$ cat config.mk
export PLATFORM = sky130hd
export DESIGN_NAME = j_result_collector
export DESIGN_NICKNAME = d
export VERILOG_FILES = /design/src/rtl/j_result_collector.sv
export SDC_FILE = /design/constraint.sdc
export NUM_CORES = 1
export LEC_CHECK = 0
export CORE_UTILIZATION = 55
export CTS_BUF_LIST = sky130_fd_sc_hd__clkbuf_2
export CTS_CLUSTER_DIAMETER = 100
export CTS_CLUSTER_SIZE = 40
export DETAILED_ROUTE_END_ITERATION = 10
export HOLD_SLACK_MARGIN = 0.03
export PLACE_DENSITY = 0.78
export SETUP_SLACK_MARGIN = 0.2
export SLEW_MARGIN = 15
export SYNTH_ARGS = -nofsm -noshare
export SYNTH_HDL_FRONTEND = slang
export SYNTH_SLANG_ARGS = --single-unit
$ cat constraint.sdc
create_clock -name clk -period 3.25 [get_ports clk]
set_input_delay 0.4875 -clock clk [delete_from_list [all_inputs] [get_ports clk]]
set_output_delay 0.4875 -clock clk [all_outputs]
set_load 0.1 [all_outputs]
$ cat src/rtl/j_result_collector.sv
// j_result_collector: receive end of the subarray result interface.
// Per-row FIFOs absorb the row-to-row skew of the result_en pulses; a
// one-entry output register presents one aligned vector per transfer on a
// valid/ready stream. stall_req is an early almost-full warning for the
// upstream feeder, and overflow is a sticky flag set when a result is lost.
// Optional build macro: J_COLLECT_RELU_EN clamps negative lanes to zero at
// the output-register load.
module j_result_collector #(
    parameter int SUBARRAY_HEIGHT = 2,
    parameter int FIFO_DEPTH      = 8,
    parameter int AFULL_MARGIN    = 2,
    parameter int CNT_WIDTH       = $clog2(FIFO_DEPTH) + 1
) (
    input  logic                          clk,
    input  logic                          reset,
    input  logic [16*SUBARRAY_HEIGHT-1:0] result_in,
    input  logic [SUBARRAY_HEIGHT-1:0]    result_en_in,
    output logic [16*SUBARRAY_HEIGHT-1:0] out_data,
    output logic                          out_valid,
    input  logic                          out_ready,
    output logic                          stall_req,
    output logic                          overflow,
    input  logic                          clear_overflow,
    output logic [15:0]                   vec_count
);

    localparam int PTR_W = $clog2(FIFO_DEPTH);
    localparam logic [CNT_WIDTH-1:0] FULL_CNT  = CNT_WIDTH'(FIFO_DEPTH);
    localparam logic [CNT_WIDTH-1:0] AFULL_CNT = CNT_WIDTH'(FIFO_DEPTH - AFULL_MARGIN);

    logic [SUBARRAY_HEIGHT-1:0]    row_nonempty;
    logic [SUBARRAY_HEIGHT-1:0]    row_afull;
    logic [SUBARRAY_HEIGHT-1:0]    row_drop;
    logic [16*SUBARRAY_HEIGHT-1:0] load_data;

    logic [16*SUBARRAY_HEIGHT-1:0] out_data_reg;
    logic                          out_valid_reg;
    logic                          stall_req_reg;
    logic                          overflow_reg;
    logic [15:0]                   vec_count_reg;

    logic load;
    logic transfer;

    // A new vector can be formed only when every row has its head result
    // ready, and only into an empty register or one being drained this cycle.
    assign load     = (&row_nonempty) && (!out_valid_reg || out_ready);
    assign transfer = out_valid_reg && out_ready;

    generate
        for (genvar gi = 0; gi < SUBARRAY_HEIGHT; gi++) begin : row_g
            logic [15:0]          mem [FIFO_DEPTH];
            logic [PTR_W-1:0]     wr_ptr_reg;
            logic [PTR_W-1:0]     rd_ptr_reg;
            logic [CNT_WIDTH-1:0] count_reg;
            logic                 push;
            logic [15:0]          head;

            // A full row still accepts a result when the same cycle pops it.
            assign push = result_en_in[gi] && ((count_reg < FULL_CNT) || load);
            assign head = mem[rd_ptr_reg];

            assign row_nonempty[gi] = (count_reg != '0);
            assign row_afull[gi]    = (count_reg >= AFULL_CNT);
            assign row_drop[gi]     = result_en_in[gi] && !push;

`ifdef J_COLLECT_RELU_EN
            assign load_data[16*gi +: 16] = head[15] ? 16'h0000 : head;
`else
            assign load_data[16*gi +: 16] = head;
`endif

            // Storage array: written on accepted pushes, no reset needed.
            always_ff @(posedge clk) begin
                if (push) begin
                    mem[wr_ptr_reg] <= result_in[16*gi +: 16];
                end
            end

            // Pointer and occupancy bookkeeping; pointers wrap naturally.
            always_ff @(posedge clk) begin
                if (reset) begin
                    wr_ptr_reg <= '0;
                    rd_ptr_reg <= '0;
                    count_reg  <= '0;
                end else begin
                    if (push) begin
                        wr_ptr_reg <= wr_ptr_reg + 1'b1;
                    end
                    if (load) begin
                        rd_ptr_reg <= rd_ptr_reg + 1'b1;
                    end
                    if (push && !load) begin
                        count_reg <= count_reg + 1'b1;
                    end else if (!push && load) begin
                        count_reg <= count_reg - 1'b1;
                    end
                end
            end
        end
    endgenerate

    // One-entry output register: load has priority over emptying on transfer.
    always_ff @(posedge clk) begin
        if (reset) begin
            out_valid_reg <= 1'b0;
            out_data_reg  <= '0;
        end else if (load) begin
            out_valid_reg <= 1'b1;
            out_data_reg  <= load_data;
        end else if (transfer) begin
            out_valid_reg <= 1'b0;
        end
    end

    // Almost-full warning, registered so the feeder sees a clean signal.
    always_ff @(posedge clk) begin
        if (reset) begin
            stall_req_reg <= 1'b0;
        end else begin
            stall_req_reg <= |row_afull;
        end
    end

    // Sticky drop flag; a drop in the same cycle as a clear keeps it set.
    always_ff @(posedge clk) begin
        if (reset) begin
            overflow_reg <= 1'b0;
        end else if (|row_drop) begin
            overflow_reg <= 1'b1;
        end else if (clear_overflow) begin
            overflow_reg <= 1'b0;
        end
    end

    // Transfer counter, wraps modulo 2^16.
    always_ff @(posedge clk) begin
        if (reset) begin
            vec_count_reg <= '0;
        end else if (transfer) begin
            vec_count_reg <= vec_count_reg + 16'd1;
        end
    end

    assign out_data  = out_data_reg;
    assign out_valid = out_valid_reg;
    assign stall_req = stall_req_reg;
    assign overflow  = overflow_reg;
    assign vec_count = vec_count_reg;

endmodule

Word level (Yosys, flattened, before mapping) --
Memories as Yosys holds them, arrays and structs flattened. A register that Yosys moved wholly into a read port is not among the register bits. Cells that the tools add are included.
Word-level totals: register bits 39, memory bits (writable) 256, input port bits 38, output and inout bits 51, memories kept 2
Cells by class: add/subtract/negate cells 9, $lt $le $gt $ge 4, mux-type cells 12, reduce and logical (&&, ||, !) cells 26
Memory list:
- row_g[0].mem | depth 8, width 16, read ports 1, clocked after memory_dff 1, write ports 1, line 52 | logic [15:0] mem [FIFO_DEPTH];
- row_g[1].mem | depth 8, width 16, read ports 1, clocked after memory_dff 1, write ports 1, line 52
Operators with widths (number):
- $add 16x1->16 const B | 1
- $mux 4 | 4
- $add 3x1->3 const B | 4
- $logic_and 1x1->1 | 10
- $add 4x1->4 const B | 2
- $ge 4x3->1 const B | 2
- $lt 4x4->1 const B | 2
- $mux 1 | 8
- $reduce_bool 2->1 | 4
- $reduce_bool 4->1 | 2
- $sub 4x1->4 const B | 2
- $logic_not 1->1 | 4
- $reduce_or 2->1 | 2
- $logic_or 1x1->1 | 3
- $reduce_and 2->1 | 1

Logic depth before layout (Yosys ltp) --
Gate-level depths: netlist of the first run.
word-level depth 9, depth in mapped cells 11, mapped depth without buffers 11

Worst setup path after synthesis of the first run --
OpenSTA, ideal clock, no wires.
kind register to register, start point register out_valid_reg, in the netlist out_valid, end point memory row_g[0].mem[2][0], enable pin, arrival time 3.127 ns, data required time 2.814 ns, path slack -0.313 ns, cell stages (with the launch flop) 5, clock period less this slack 3.563 ns, cell sequence dfxtp_1 -> nor2b_2 -> o21ai_2 -> nand2_2 -> nor4b_1
Between the ends: word-level cells in the longest chain between the ends 7
RTL lines:
- start: declaration | line 37 | logic out_valid_reg;
- start signal: assignment | line 106 | out_valid_reg <= 1'b0;
- start signal: assignment | line 109 | out_valid_reg <= 1'b1;
- start signal: assignment | line 112 | out_valid_reg <= 1'b0;
- $logic_not 1->1 | line 47 | assign load = (&row_nonempty) && (!out_valid_reg || out_ready);
- $logic_or 1x1->1 | line 47
- $logic_and 1x1->1 | line 47
- $logic_or 1x1->1 | line 60 | assign push = result_en_in[gi] && ((count_reg < FULL_CNT) || load);
- $logic_and 1x1->1 | line 60
- $mux 1 | line 75 | if (push) begin
- $mux 1 (implied by the code) | line 76 | mem[wr_ptr_reg] <= result_in[16*gi +: 16];
- end: declaration | line 52
No other way between the ends.

Final worst setup path of the first run --
start point register out_data_reg[17], in the netlist out_data[17] (read register of row_g[1].mem), end point output out_data[17]
RTL lines:
- start: declaration | line 36 | logic [16*SUBARRAY_HEIGHT-1:0] out_data_reg;
- end: declaration | line 18 | output logic [16*SUBARRAY_HEIGHT-1:0] out_data,
No word-level cell between the ends.

==> summary.txt, run 1 <==
Drt
  – WL/cell: 21.94 µm
  – Via Count: 6534
  – Routed wire length: 24070 µm
  – Routed vias/inst: 5.956
  – Iteration-0 DRC Markers: 429
  – Drt drc: 0
  – Routed Antenna Nets: 0
  – Pre-antenna DRT Iters: 5

Logic synthesis
  – Most common cell in the synthesized netlist: edfxtp_1
  – Synth Flop Type: edfxtp_1
  – YS warnings: 0
  – Yosys top cell by area: edfxtp_1
  – Number of flops mapped to enable cells by yosys: 256
  – Number of synthesized register bits: 327
  – Netlist cell types: 50
  – Avg Cell Area, Syn: 17.85 µm²
  – Syn Inst Count: 717
  – Seq/Total Area, Yosys: 0.7117
  – Yosys top cell area share: 0.6006
  – Synth top cells by count: edfxtp_1, dfxtp_1, nor2_1
  – Mapped Area: 0.01280 mm²
  – Asr flop ratio synth: 0
  – Synth top area cells: edfxtp_1, mux4_2, dfxtp_1
  – Post-Syn Nets: 768

Setup path
  – CP endpoint kind: primary output
  – R2R Path Start: row_g[1].count_reg[0]$_SDFFE_PP0P_
  – Slowest cell on crit path: dlygate4sd2_1
  – CP Data Arrival Time: 2.35 ns
  – Crit-path max FO: 2
  – Cell Chain, Critical Path: dlygate4sd2_1
  – Worst r2r path cells: 11
  – R2r endpoint: row_g[0].count_reg[3]$_SDFFE_PP0P_
  – Cell family with most CP delay: buffers and inverters
  – Reg2Reg Setup Slack: 0.42 ns
  – CP Launch Type: flop
  – CP required: 2.76 ns
  – WP buf/inv: 1
  – CP max stage delay: 0.88 ns
  – Setup CP Type: reg -> out

Die
  – Die boundary height: 154.5 µm
  – Core area: 0.02271 mm²
  – Die Wd: 154.5 µm
  – I/O pin count: 89
  – Initial core utilization: 0.5636
  – Full die area: 0.02388 mm²
  – FP Rows: 55

Worst hold path
  – Hold Path Depth: 1
  – Hold Startpoint: result_in[16]
  – Hold crit path type: in -> reg
  – Hold endpoint: row_g[1].mem[0][0]$_DFFE_PP_

Clocking
  – CTS tree: done
  – Cts bufs inserted: 12
  – Worst-skew pair later-pin latency: 0.94 ns
  – Max Root-Sink Buffers: 3
  – Clk slew on worst S/H paths: 0.64 ns
  – Root buffer cell: clkbuf_2
  – CTS H-tree depth: 1
  – Clock Sinks: 327
  – Post-CTS Setup Repair Bufs: 0
  – Post-CTS Hold Fix Bufs: 0

Layout
  – Layout area overhead: 10.74%
  – Filler Cells Inserted: 1629
  – Cell area after layout: 0.01417 mm²
  – Share of cells above drive strength 1: 0.2074
  – Reg area: 0.009112 mm²
  – Max reg flops: 256
  – Multi-input combinational cell area: 0.003508 mm²
  – # nets final: 856
  – Finished Layout Cells: 1097

Pwr
  – Max VDD drop: 0.6630 mV
  – Pwr dens: 716.0 mW/mm²
  – P_leak: 4.725 nW
  – Overall power: 10.15 mW

Place
  – Dpl hpwl: 14850 µm
  – Placed cells: 1076
  – Routability cong.: 0.7951
  – I/O Buffers: 88
  – Placed Area: 0.01406 mm²

Global route
  – Initial antenna violation count: 2
  – First-pass GRT wire length: 37220 µm
  – Vias in the first global route: 6846
  – GR Util All Layers: 0.2061
  – Largest net degree at the start of global routing: 69
  – Total gr overflow: 0

Timing
  – Final period utilization: 0.8722
  – Fin Setup TNS: 0 ns
  – RSZ-0062 raised after global routing: no
  – Max transition margin: 0.3118
  – Slew @ Worst Pin: 1.032 ns
  – Setup violation total in the final timing report: 0
  – Fmax: 0.3528 GHz
  – Hold Vio Cnt, Final: 0
  – Max-slew violations: 0
  – Clock Skew: 0.06561 ns
  – Clock period minus worst slack: 2.835 ns

Job
  – Max-cap viol count: 0

Run status
  – Status: completed
what timing repair did:
| action | in CTS | in global routing |
|---|---|---|
| setup endpoints to repair | 27 | 8 |
| gates resized for setup | 27 | 8 |
| pin swaps | 0 | 0 |
cell families after synthesis:
group | Yosys count | synth area share
compound gates | 63 | 0.03725
xor+xnor | 19 | 0.01300
fa+ha+maj | 13 | 0.01388
buf+inv | 45 | 0.01945
flops | 327 | 0.7117
mux | 104 | 0.1450
simple gates | 146 | 0.05973
per-stage QoR:
stage,hold WS (ns),util,setup WS (ns)
5_1_grt,0.1073,0.6241,0.2982
6_report,0.1642,0.6241,0.4153
3_3_place_gp,0.4576,0.6192,0.1907
3_5_place_dp,0.4503,0.6192,0.002318
4_1_cts,0.1080,0.6230,0.2003
2_1_floorplan,0.5121,-,0.4207
layout by cell type (no fill, tap or decap), types with 3 or more instances in the layout:
cell type and instances:
a211oi_1 25, a211oi_2 10, a21oi_1 16, and3_1 4, and4_1 3, buf_12 3, buf_4 38, clkbuf_2 16
clkdlybuf4s50_1 36, dfxtp_1 68, dfxtp_2 3, dlygate4sd2_1 27, dlymetal6s2s_1 8, edfxtp_1 256, ha_1 11, inv_1 4
mux2i_1 35, mux4_2 64, nand2_1 16, nand2b_1 4, nand3_1 10, nand4_1 7, nor2_1 69, nor2b_1 6
nor3_2 6, nor4_4 3, o21ai_0 3, or3_1 4, xnor2_1 5, xor2_1 14
layer usage:
metal	part of all wire	vias up	global-route usage
met5	0	-	0
met4	0.017	0	0.04338
met3	0.045	31	0.03334
met2	0.53	150	0.3754
met1	0.41	3376	0.2610
li1	-	2977	-
layout make-up:
class,count,share of cell area
clock inverters,3,0.002913
multi-input cells,345,0.2475
inverters,6,0.001589
flip-flops and latches,327,0.6429
clock buffers,16,0.005650
diodes,2,0.0003531
well taps,285,0.02516
repair buffers,113,0.07389
worst max path at each step:
stage / to / startpoint / slack [ns] / cells past startpoint
after global routing: out_data[8] / out_data[8]$_SDFFE_PP0P_ / 0.30 / 1
final: out_data[17] / out_data[17]$_SDFFE_PP0P_ / 0.42 / 1
after detailed placement: row_g[0].count_reg[3]$_SDFFE_PP0P_ / out_ready / 0.002 / 12
after CTS: out_data[14] / out_data[14]$_SDFFE_PP0P_ / 0.20 / 1
after global placement: row_g[0].count_reg[3]$_SDFFE_PP0P_ / out_ready / 0.19 / 12
after floorplan: row_g[1].count_reg[3]$_SDFFE_PP0P_ / out_valid$_SDFFE_PP0P_ / 0.42 / 11
power by group:
| part | switching, mW | internal (mW) | total (mW) |
|---|---|---|---|
| Combinational | 2.38 | 1.29 | 3.66 |
| Clock | 1.11 | 0.163 | 1.27 |
| Sequential | 0.312 | 4.90 | 5.22 |
| Total | 3.80 | 6.35 | 10.1 |
Note: power is estimated with default switching activity, not from simulation.
==> inputs of run 2 (changes only) <==
- CORE_UTILIZATION: 55 -> 60
- PLACE_DENSITY: 0.78 -> 0.81
- clock period: 3.25 -> 2.7 ns (I/O delays scaled with it)
==> run 2 against run 1 <==
Effect of this change: sequential share of layout area fell by 1.3 points; wire length rose by 2.1%; sequential power rose by 20%; global-route usage rose by 2.6 points; combinational power rose by 28%; flip-flop and latch count did not move; worst setup slack got worse by 0.14 ns; critical path depth rose by 10; register-to-register slack got worse by 0.14 ns; clock power rose by 20%; final cell count rose by 2.1%.
==> summary.txt, run 2 (synthesis results as in run 1) <==
Clocking
  – Cts bufs inserted: 12 (unchanged)
  – Worst-skew pair later-pin latency: 1.00 ns (was 0.94 ns)
  – Clock Sinks: 327 (unchanged)
  – CTS H-tree depth: 1 (unchanged)
  – Max Root-Sink Buffers: 3 (unchanged)
  – Clk slew on worst S/H paths: 0.69 ns (was 0.64 ns)
  – CTS tree: done (unchanged)
  – Root buffer cell: clkbuf_2 (unchanged)

Setup path
  – WP buf/inv: 2 (was 1)
  – Slowest cell on crit path: dfxtp_4 (was dlygate4sd2_1)
  – Crit-path max FO: 4 (was 2)
  – CP max stage delay: 0.50 ns (was 0.88 ns)
  – CP required: 3.71 ns (was 2.76 ns)
  – R2r endpoint: row_g[0].count_reg[3]$_SDFFE_PP0P_ (unchanged)
  – CP Launch Type: flop (unchanged)
  – R2R Path Start: row_g[1].count_reg[3]$_SDFFE_PP0P_ (was row_g[1].count_reg[0]$_SDFFE_PP0P_)
  – Cell family with most CP delay: compound AO/OA/AOI/OAI gates (was buffers and inverters)
  – Reg2Reg Setup Slack: 0.28 ns (was 0.42 ns)
  – CP Data Arrival Time: 3.43 ns (was 2.35 ns)
  – Setup CP Type: reg -> reg (was reg -> out)
  – Cell Chain, Critical Path: nor4_4 > o21ai_2 > nand2_2 > inv_2 > ha_1 > inv_1 > ha_4 > a21oi_2 > a211oi_1 > a31oi_1 > mux2_2 (was dlygate4sd2_1)
  – Worst r2r path cells: 11 (unchanged)
  – CP endpoint kind: flop (was primary output)

Worst hold path
  – Hold crit path type: in -> reg (unchanged)
  – Hold Startpoint: result_in[3] (was result_in[16])
  – Hold Path Depth: 1 (unchanged)
  – Hold endpoint: row_g[0].mem[5][3]$_DFFE_PP_ (was row_g[1].mem[0][0]$_DFFE_PP_)

Place
  – Routability cong.: 0.7578 (was 0.7951)
  – DP Worst Slack: -0.1112 ns (was 0.002318 ns)
  – Placed Area: 0.01420 mm² (was 0.01406 mm²)
  – I/O Buffers: 88 (unchanged)
  – Dpl hpwl: 15450 µm (was 14850 µm)

Job
  – Max-cap viol count: 0 (unchanged)

Layout
  – Most common library cell in the layout ignoring fill and taps: edfxtp_1 (unchanged)
  – Max reg flops: 256 (unchanged)
  – # nets final: 888 (was 856)
  – Commonest cells after routing, fill and taps aside: edfxtp_1, buf_4, nor2_1 (was edfxtp_1, nor2_1, dfxtp_1)
  – Cell area after layout: 0.01450 mm² (was 0.01417 mm²)
  – Layout area overhead: 13.29% (was 10.74%)
  – Share of cells above drive strength 1: 0.2788 (was 0.2074)

Die
  – Core area: 0.02096 mm² (was 0.02271 mm²)
  – Full die area: 0.02192 mm² (was 0.02388 mm²)
  – Die Wd: 148.1 µm (was 154.5 µm)
  – Die boundary height: 148.1 µm (was 154.5 µm)
  – Initial core utilization: 0.6108 (was 0.5636)
  – FP Rows: 53 (was 55)
  – I/O pin count: 89 (unchanged)

Timing
  – Max-slew violations: 0 (unchanged)
  – RSZ-0062 raised after global routing: yes (was no)
  – Slack of the critical path: 0.2761 ns (was 0.4153 ns)
  – Final period utilization: 0.8978
  – Fmax: 0.4126 GHz
  – Hold Vio Cnt, Final: 0 (unchanged)
  – Setup violation total in the final timing report: 0 (unchanged)
  – Max transition margin: 0.4213 (was 0.3118)
  – Clock Skew: 0.3217 ns (was 0.06561 ns)
  – Clock period minus worst slack: 2.424 ns
  – Slew @ Worst Pin: 0.8681 ns (was 1.032 ns)

Global route
  – Largest net degree at the start of global routing: 69 (unchanged)
  – Total gr overflow: 0 (unchanged)
  – GR Util All Layers: 0.2317 (was 0.2061)
  – Vias in the first global route: 7077 (was 6846)
  – Initial antenna violation count: 2 (unchanged)
  – First-pass GRT wire length: 38380 µm (was 37220 µm)

Pwr
  – P_leak: 4.730 nW (was 4.725 nW)
  – Pwr dens: 862.2 mW/mm² (was 716.0 mW/mm²)
  – Max VDD drop: 0.6038 mV (was 0.6630 mV)

Drt
  – Iteration-0 DRC Markers: 451 (was 429)
  – Routed wire length: 24570 µm (was 24070 µm)
  – WL/cell: 21.94 µm (about the same)
  – Routed Antenna Nets: 0 (unchanged)
  – Drt drc: 0 (unchanged)
  – Pre-antenna DRT Iters: 4 (was 5)
  – Via Count: 6776 (was 6534)
  – Routed vias/inst: 6.050 (was 5.956)

Run status
  – Status: completed (unchanged)
==> run 2: changes by cell type in the layout (fill, tap and decap cells not counted), sizes merged <==
cell	previous run	this run
buf	42	97
clkbuf	16	19
clkinv	2	1
dlygate4sd2	27	0
dlygate4sd3	0	12
dlymetal6s2s	8	0
inv	7	6
==> run 2: per-layer routing <==
metal  vias up  part of all wire  wire length, µm  global-route usage
met5         -                 0                0                   0
met4         0             0.022              541             0.05876
met3        38             0.045             1094             0.02853
met2       191              0.53            13000              0.4190
met1      3502              0.40             9927              0.2987
li1       3045                 -                -                   -
==> run 2: metrics by stage <==
stage          cells  power (mW)  hold slack (ns)    util  setup TNS [ns]
6_report        1120       12.50          0.08648  0.6919               0
3_5_place_dp    1082       11.02           0.4798  0.6779         -0.1815
3_3_place_gp    1082       10.81           0.4471  0.6779        -0.05851
5_1_grt         1120       13.08          0.02527  0.6919               0
4_1_cts         1113       12.53          0.03616  0.6891               0
2_1_floorplan    717       9.899           0.5039       -               0
==> run 2: power by group <==
part           switching [mW]  leakage (nW)  internal [mW]  total, mW
combinational            2.95          1.73           1.75       4.70
sequential              0.352          2.91           5.92       6.27
clock                    1.33        0.0903          0.202       1.53
==> run 2: area by class of cell <==
type / instances / area (µm²)
Antenna cell: 2 / 5.005
Clock inverter: 1 / 30.03
Sequential cell: 327 / 9129
Inverter: 6 / 22.52
Fill cell: 1368 / 6456
Tap cell: 275 / 344.1
Timing Repair Buffer: 145 / 1319
Clock buffer: 19 / 95.09
Multi-Input combinational cell: 345 / 3555
==> run 2: worst max path at each step <==
stage / from / to / slack, ns / cells past startpoint
floorplan: out_valid$_SDFFE_PP0P_ / row_g[0].mem[6][0]$_DFFE_PP_ / 0.04 / 4
global placement: out_ready / row_g[1].count_reg[3]$_SDFFE_PP0P_ / -0.06 / 11
detailed placement: out_ready / row_g[1].count_reg[3]$_SDFFE_PP0P_ / -0.11 / 11
CTS: row_g[1].count_reg[3]$_SDFFE_PP0P_ / row_g[0].count_reg[3]$_SDFFE_PP0P_ / 0.20 / 11
global route: row_g[1].count_reg[0]$_SDFFE_PP0P_ / row_g[0].count_reg[3]$_SDFFE_PP0P_ / 0.16 / 11
finish: row_g[1].count_reg[3]$_SDFFE_PP0P_ / row_g[0].count_reg[3]$_SDFFE_PP0P_ / 0.28 / 11
==> run 2: what timing repair did <==
action	CTS	global route
gates resized for setup	0	9
hold buffers	11	1
endpoints found under the hold margin	51	7
buffers inserted	0	4
endpoints found under the setup margin	0	2
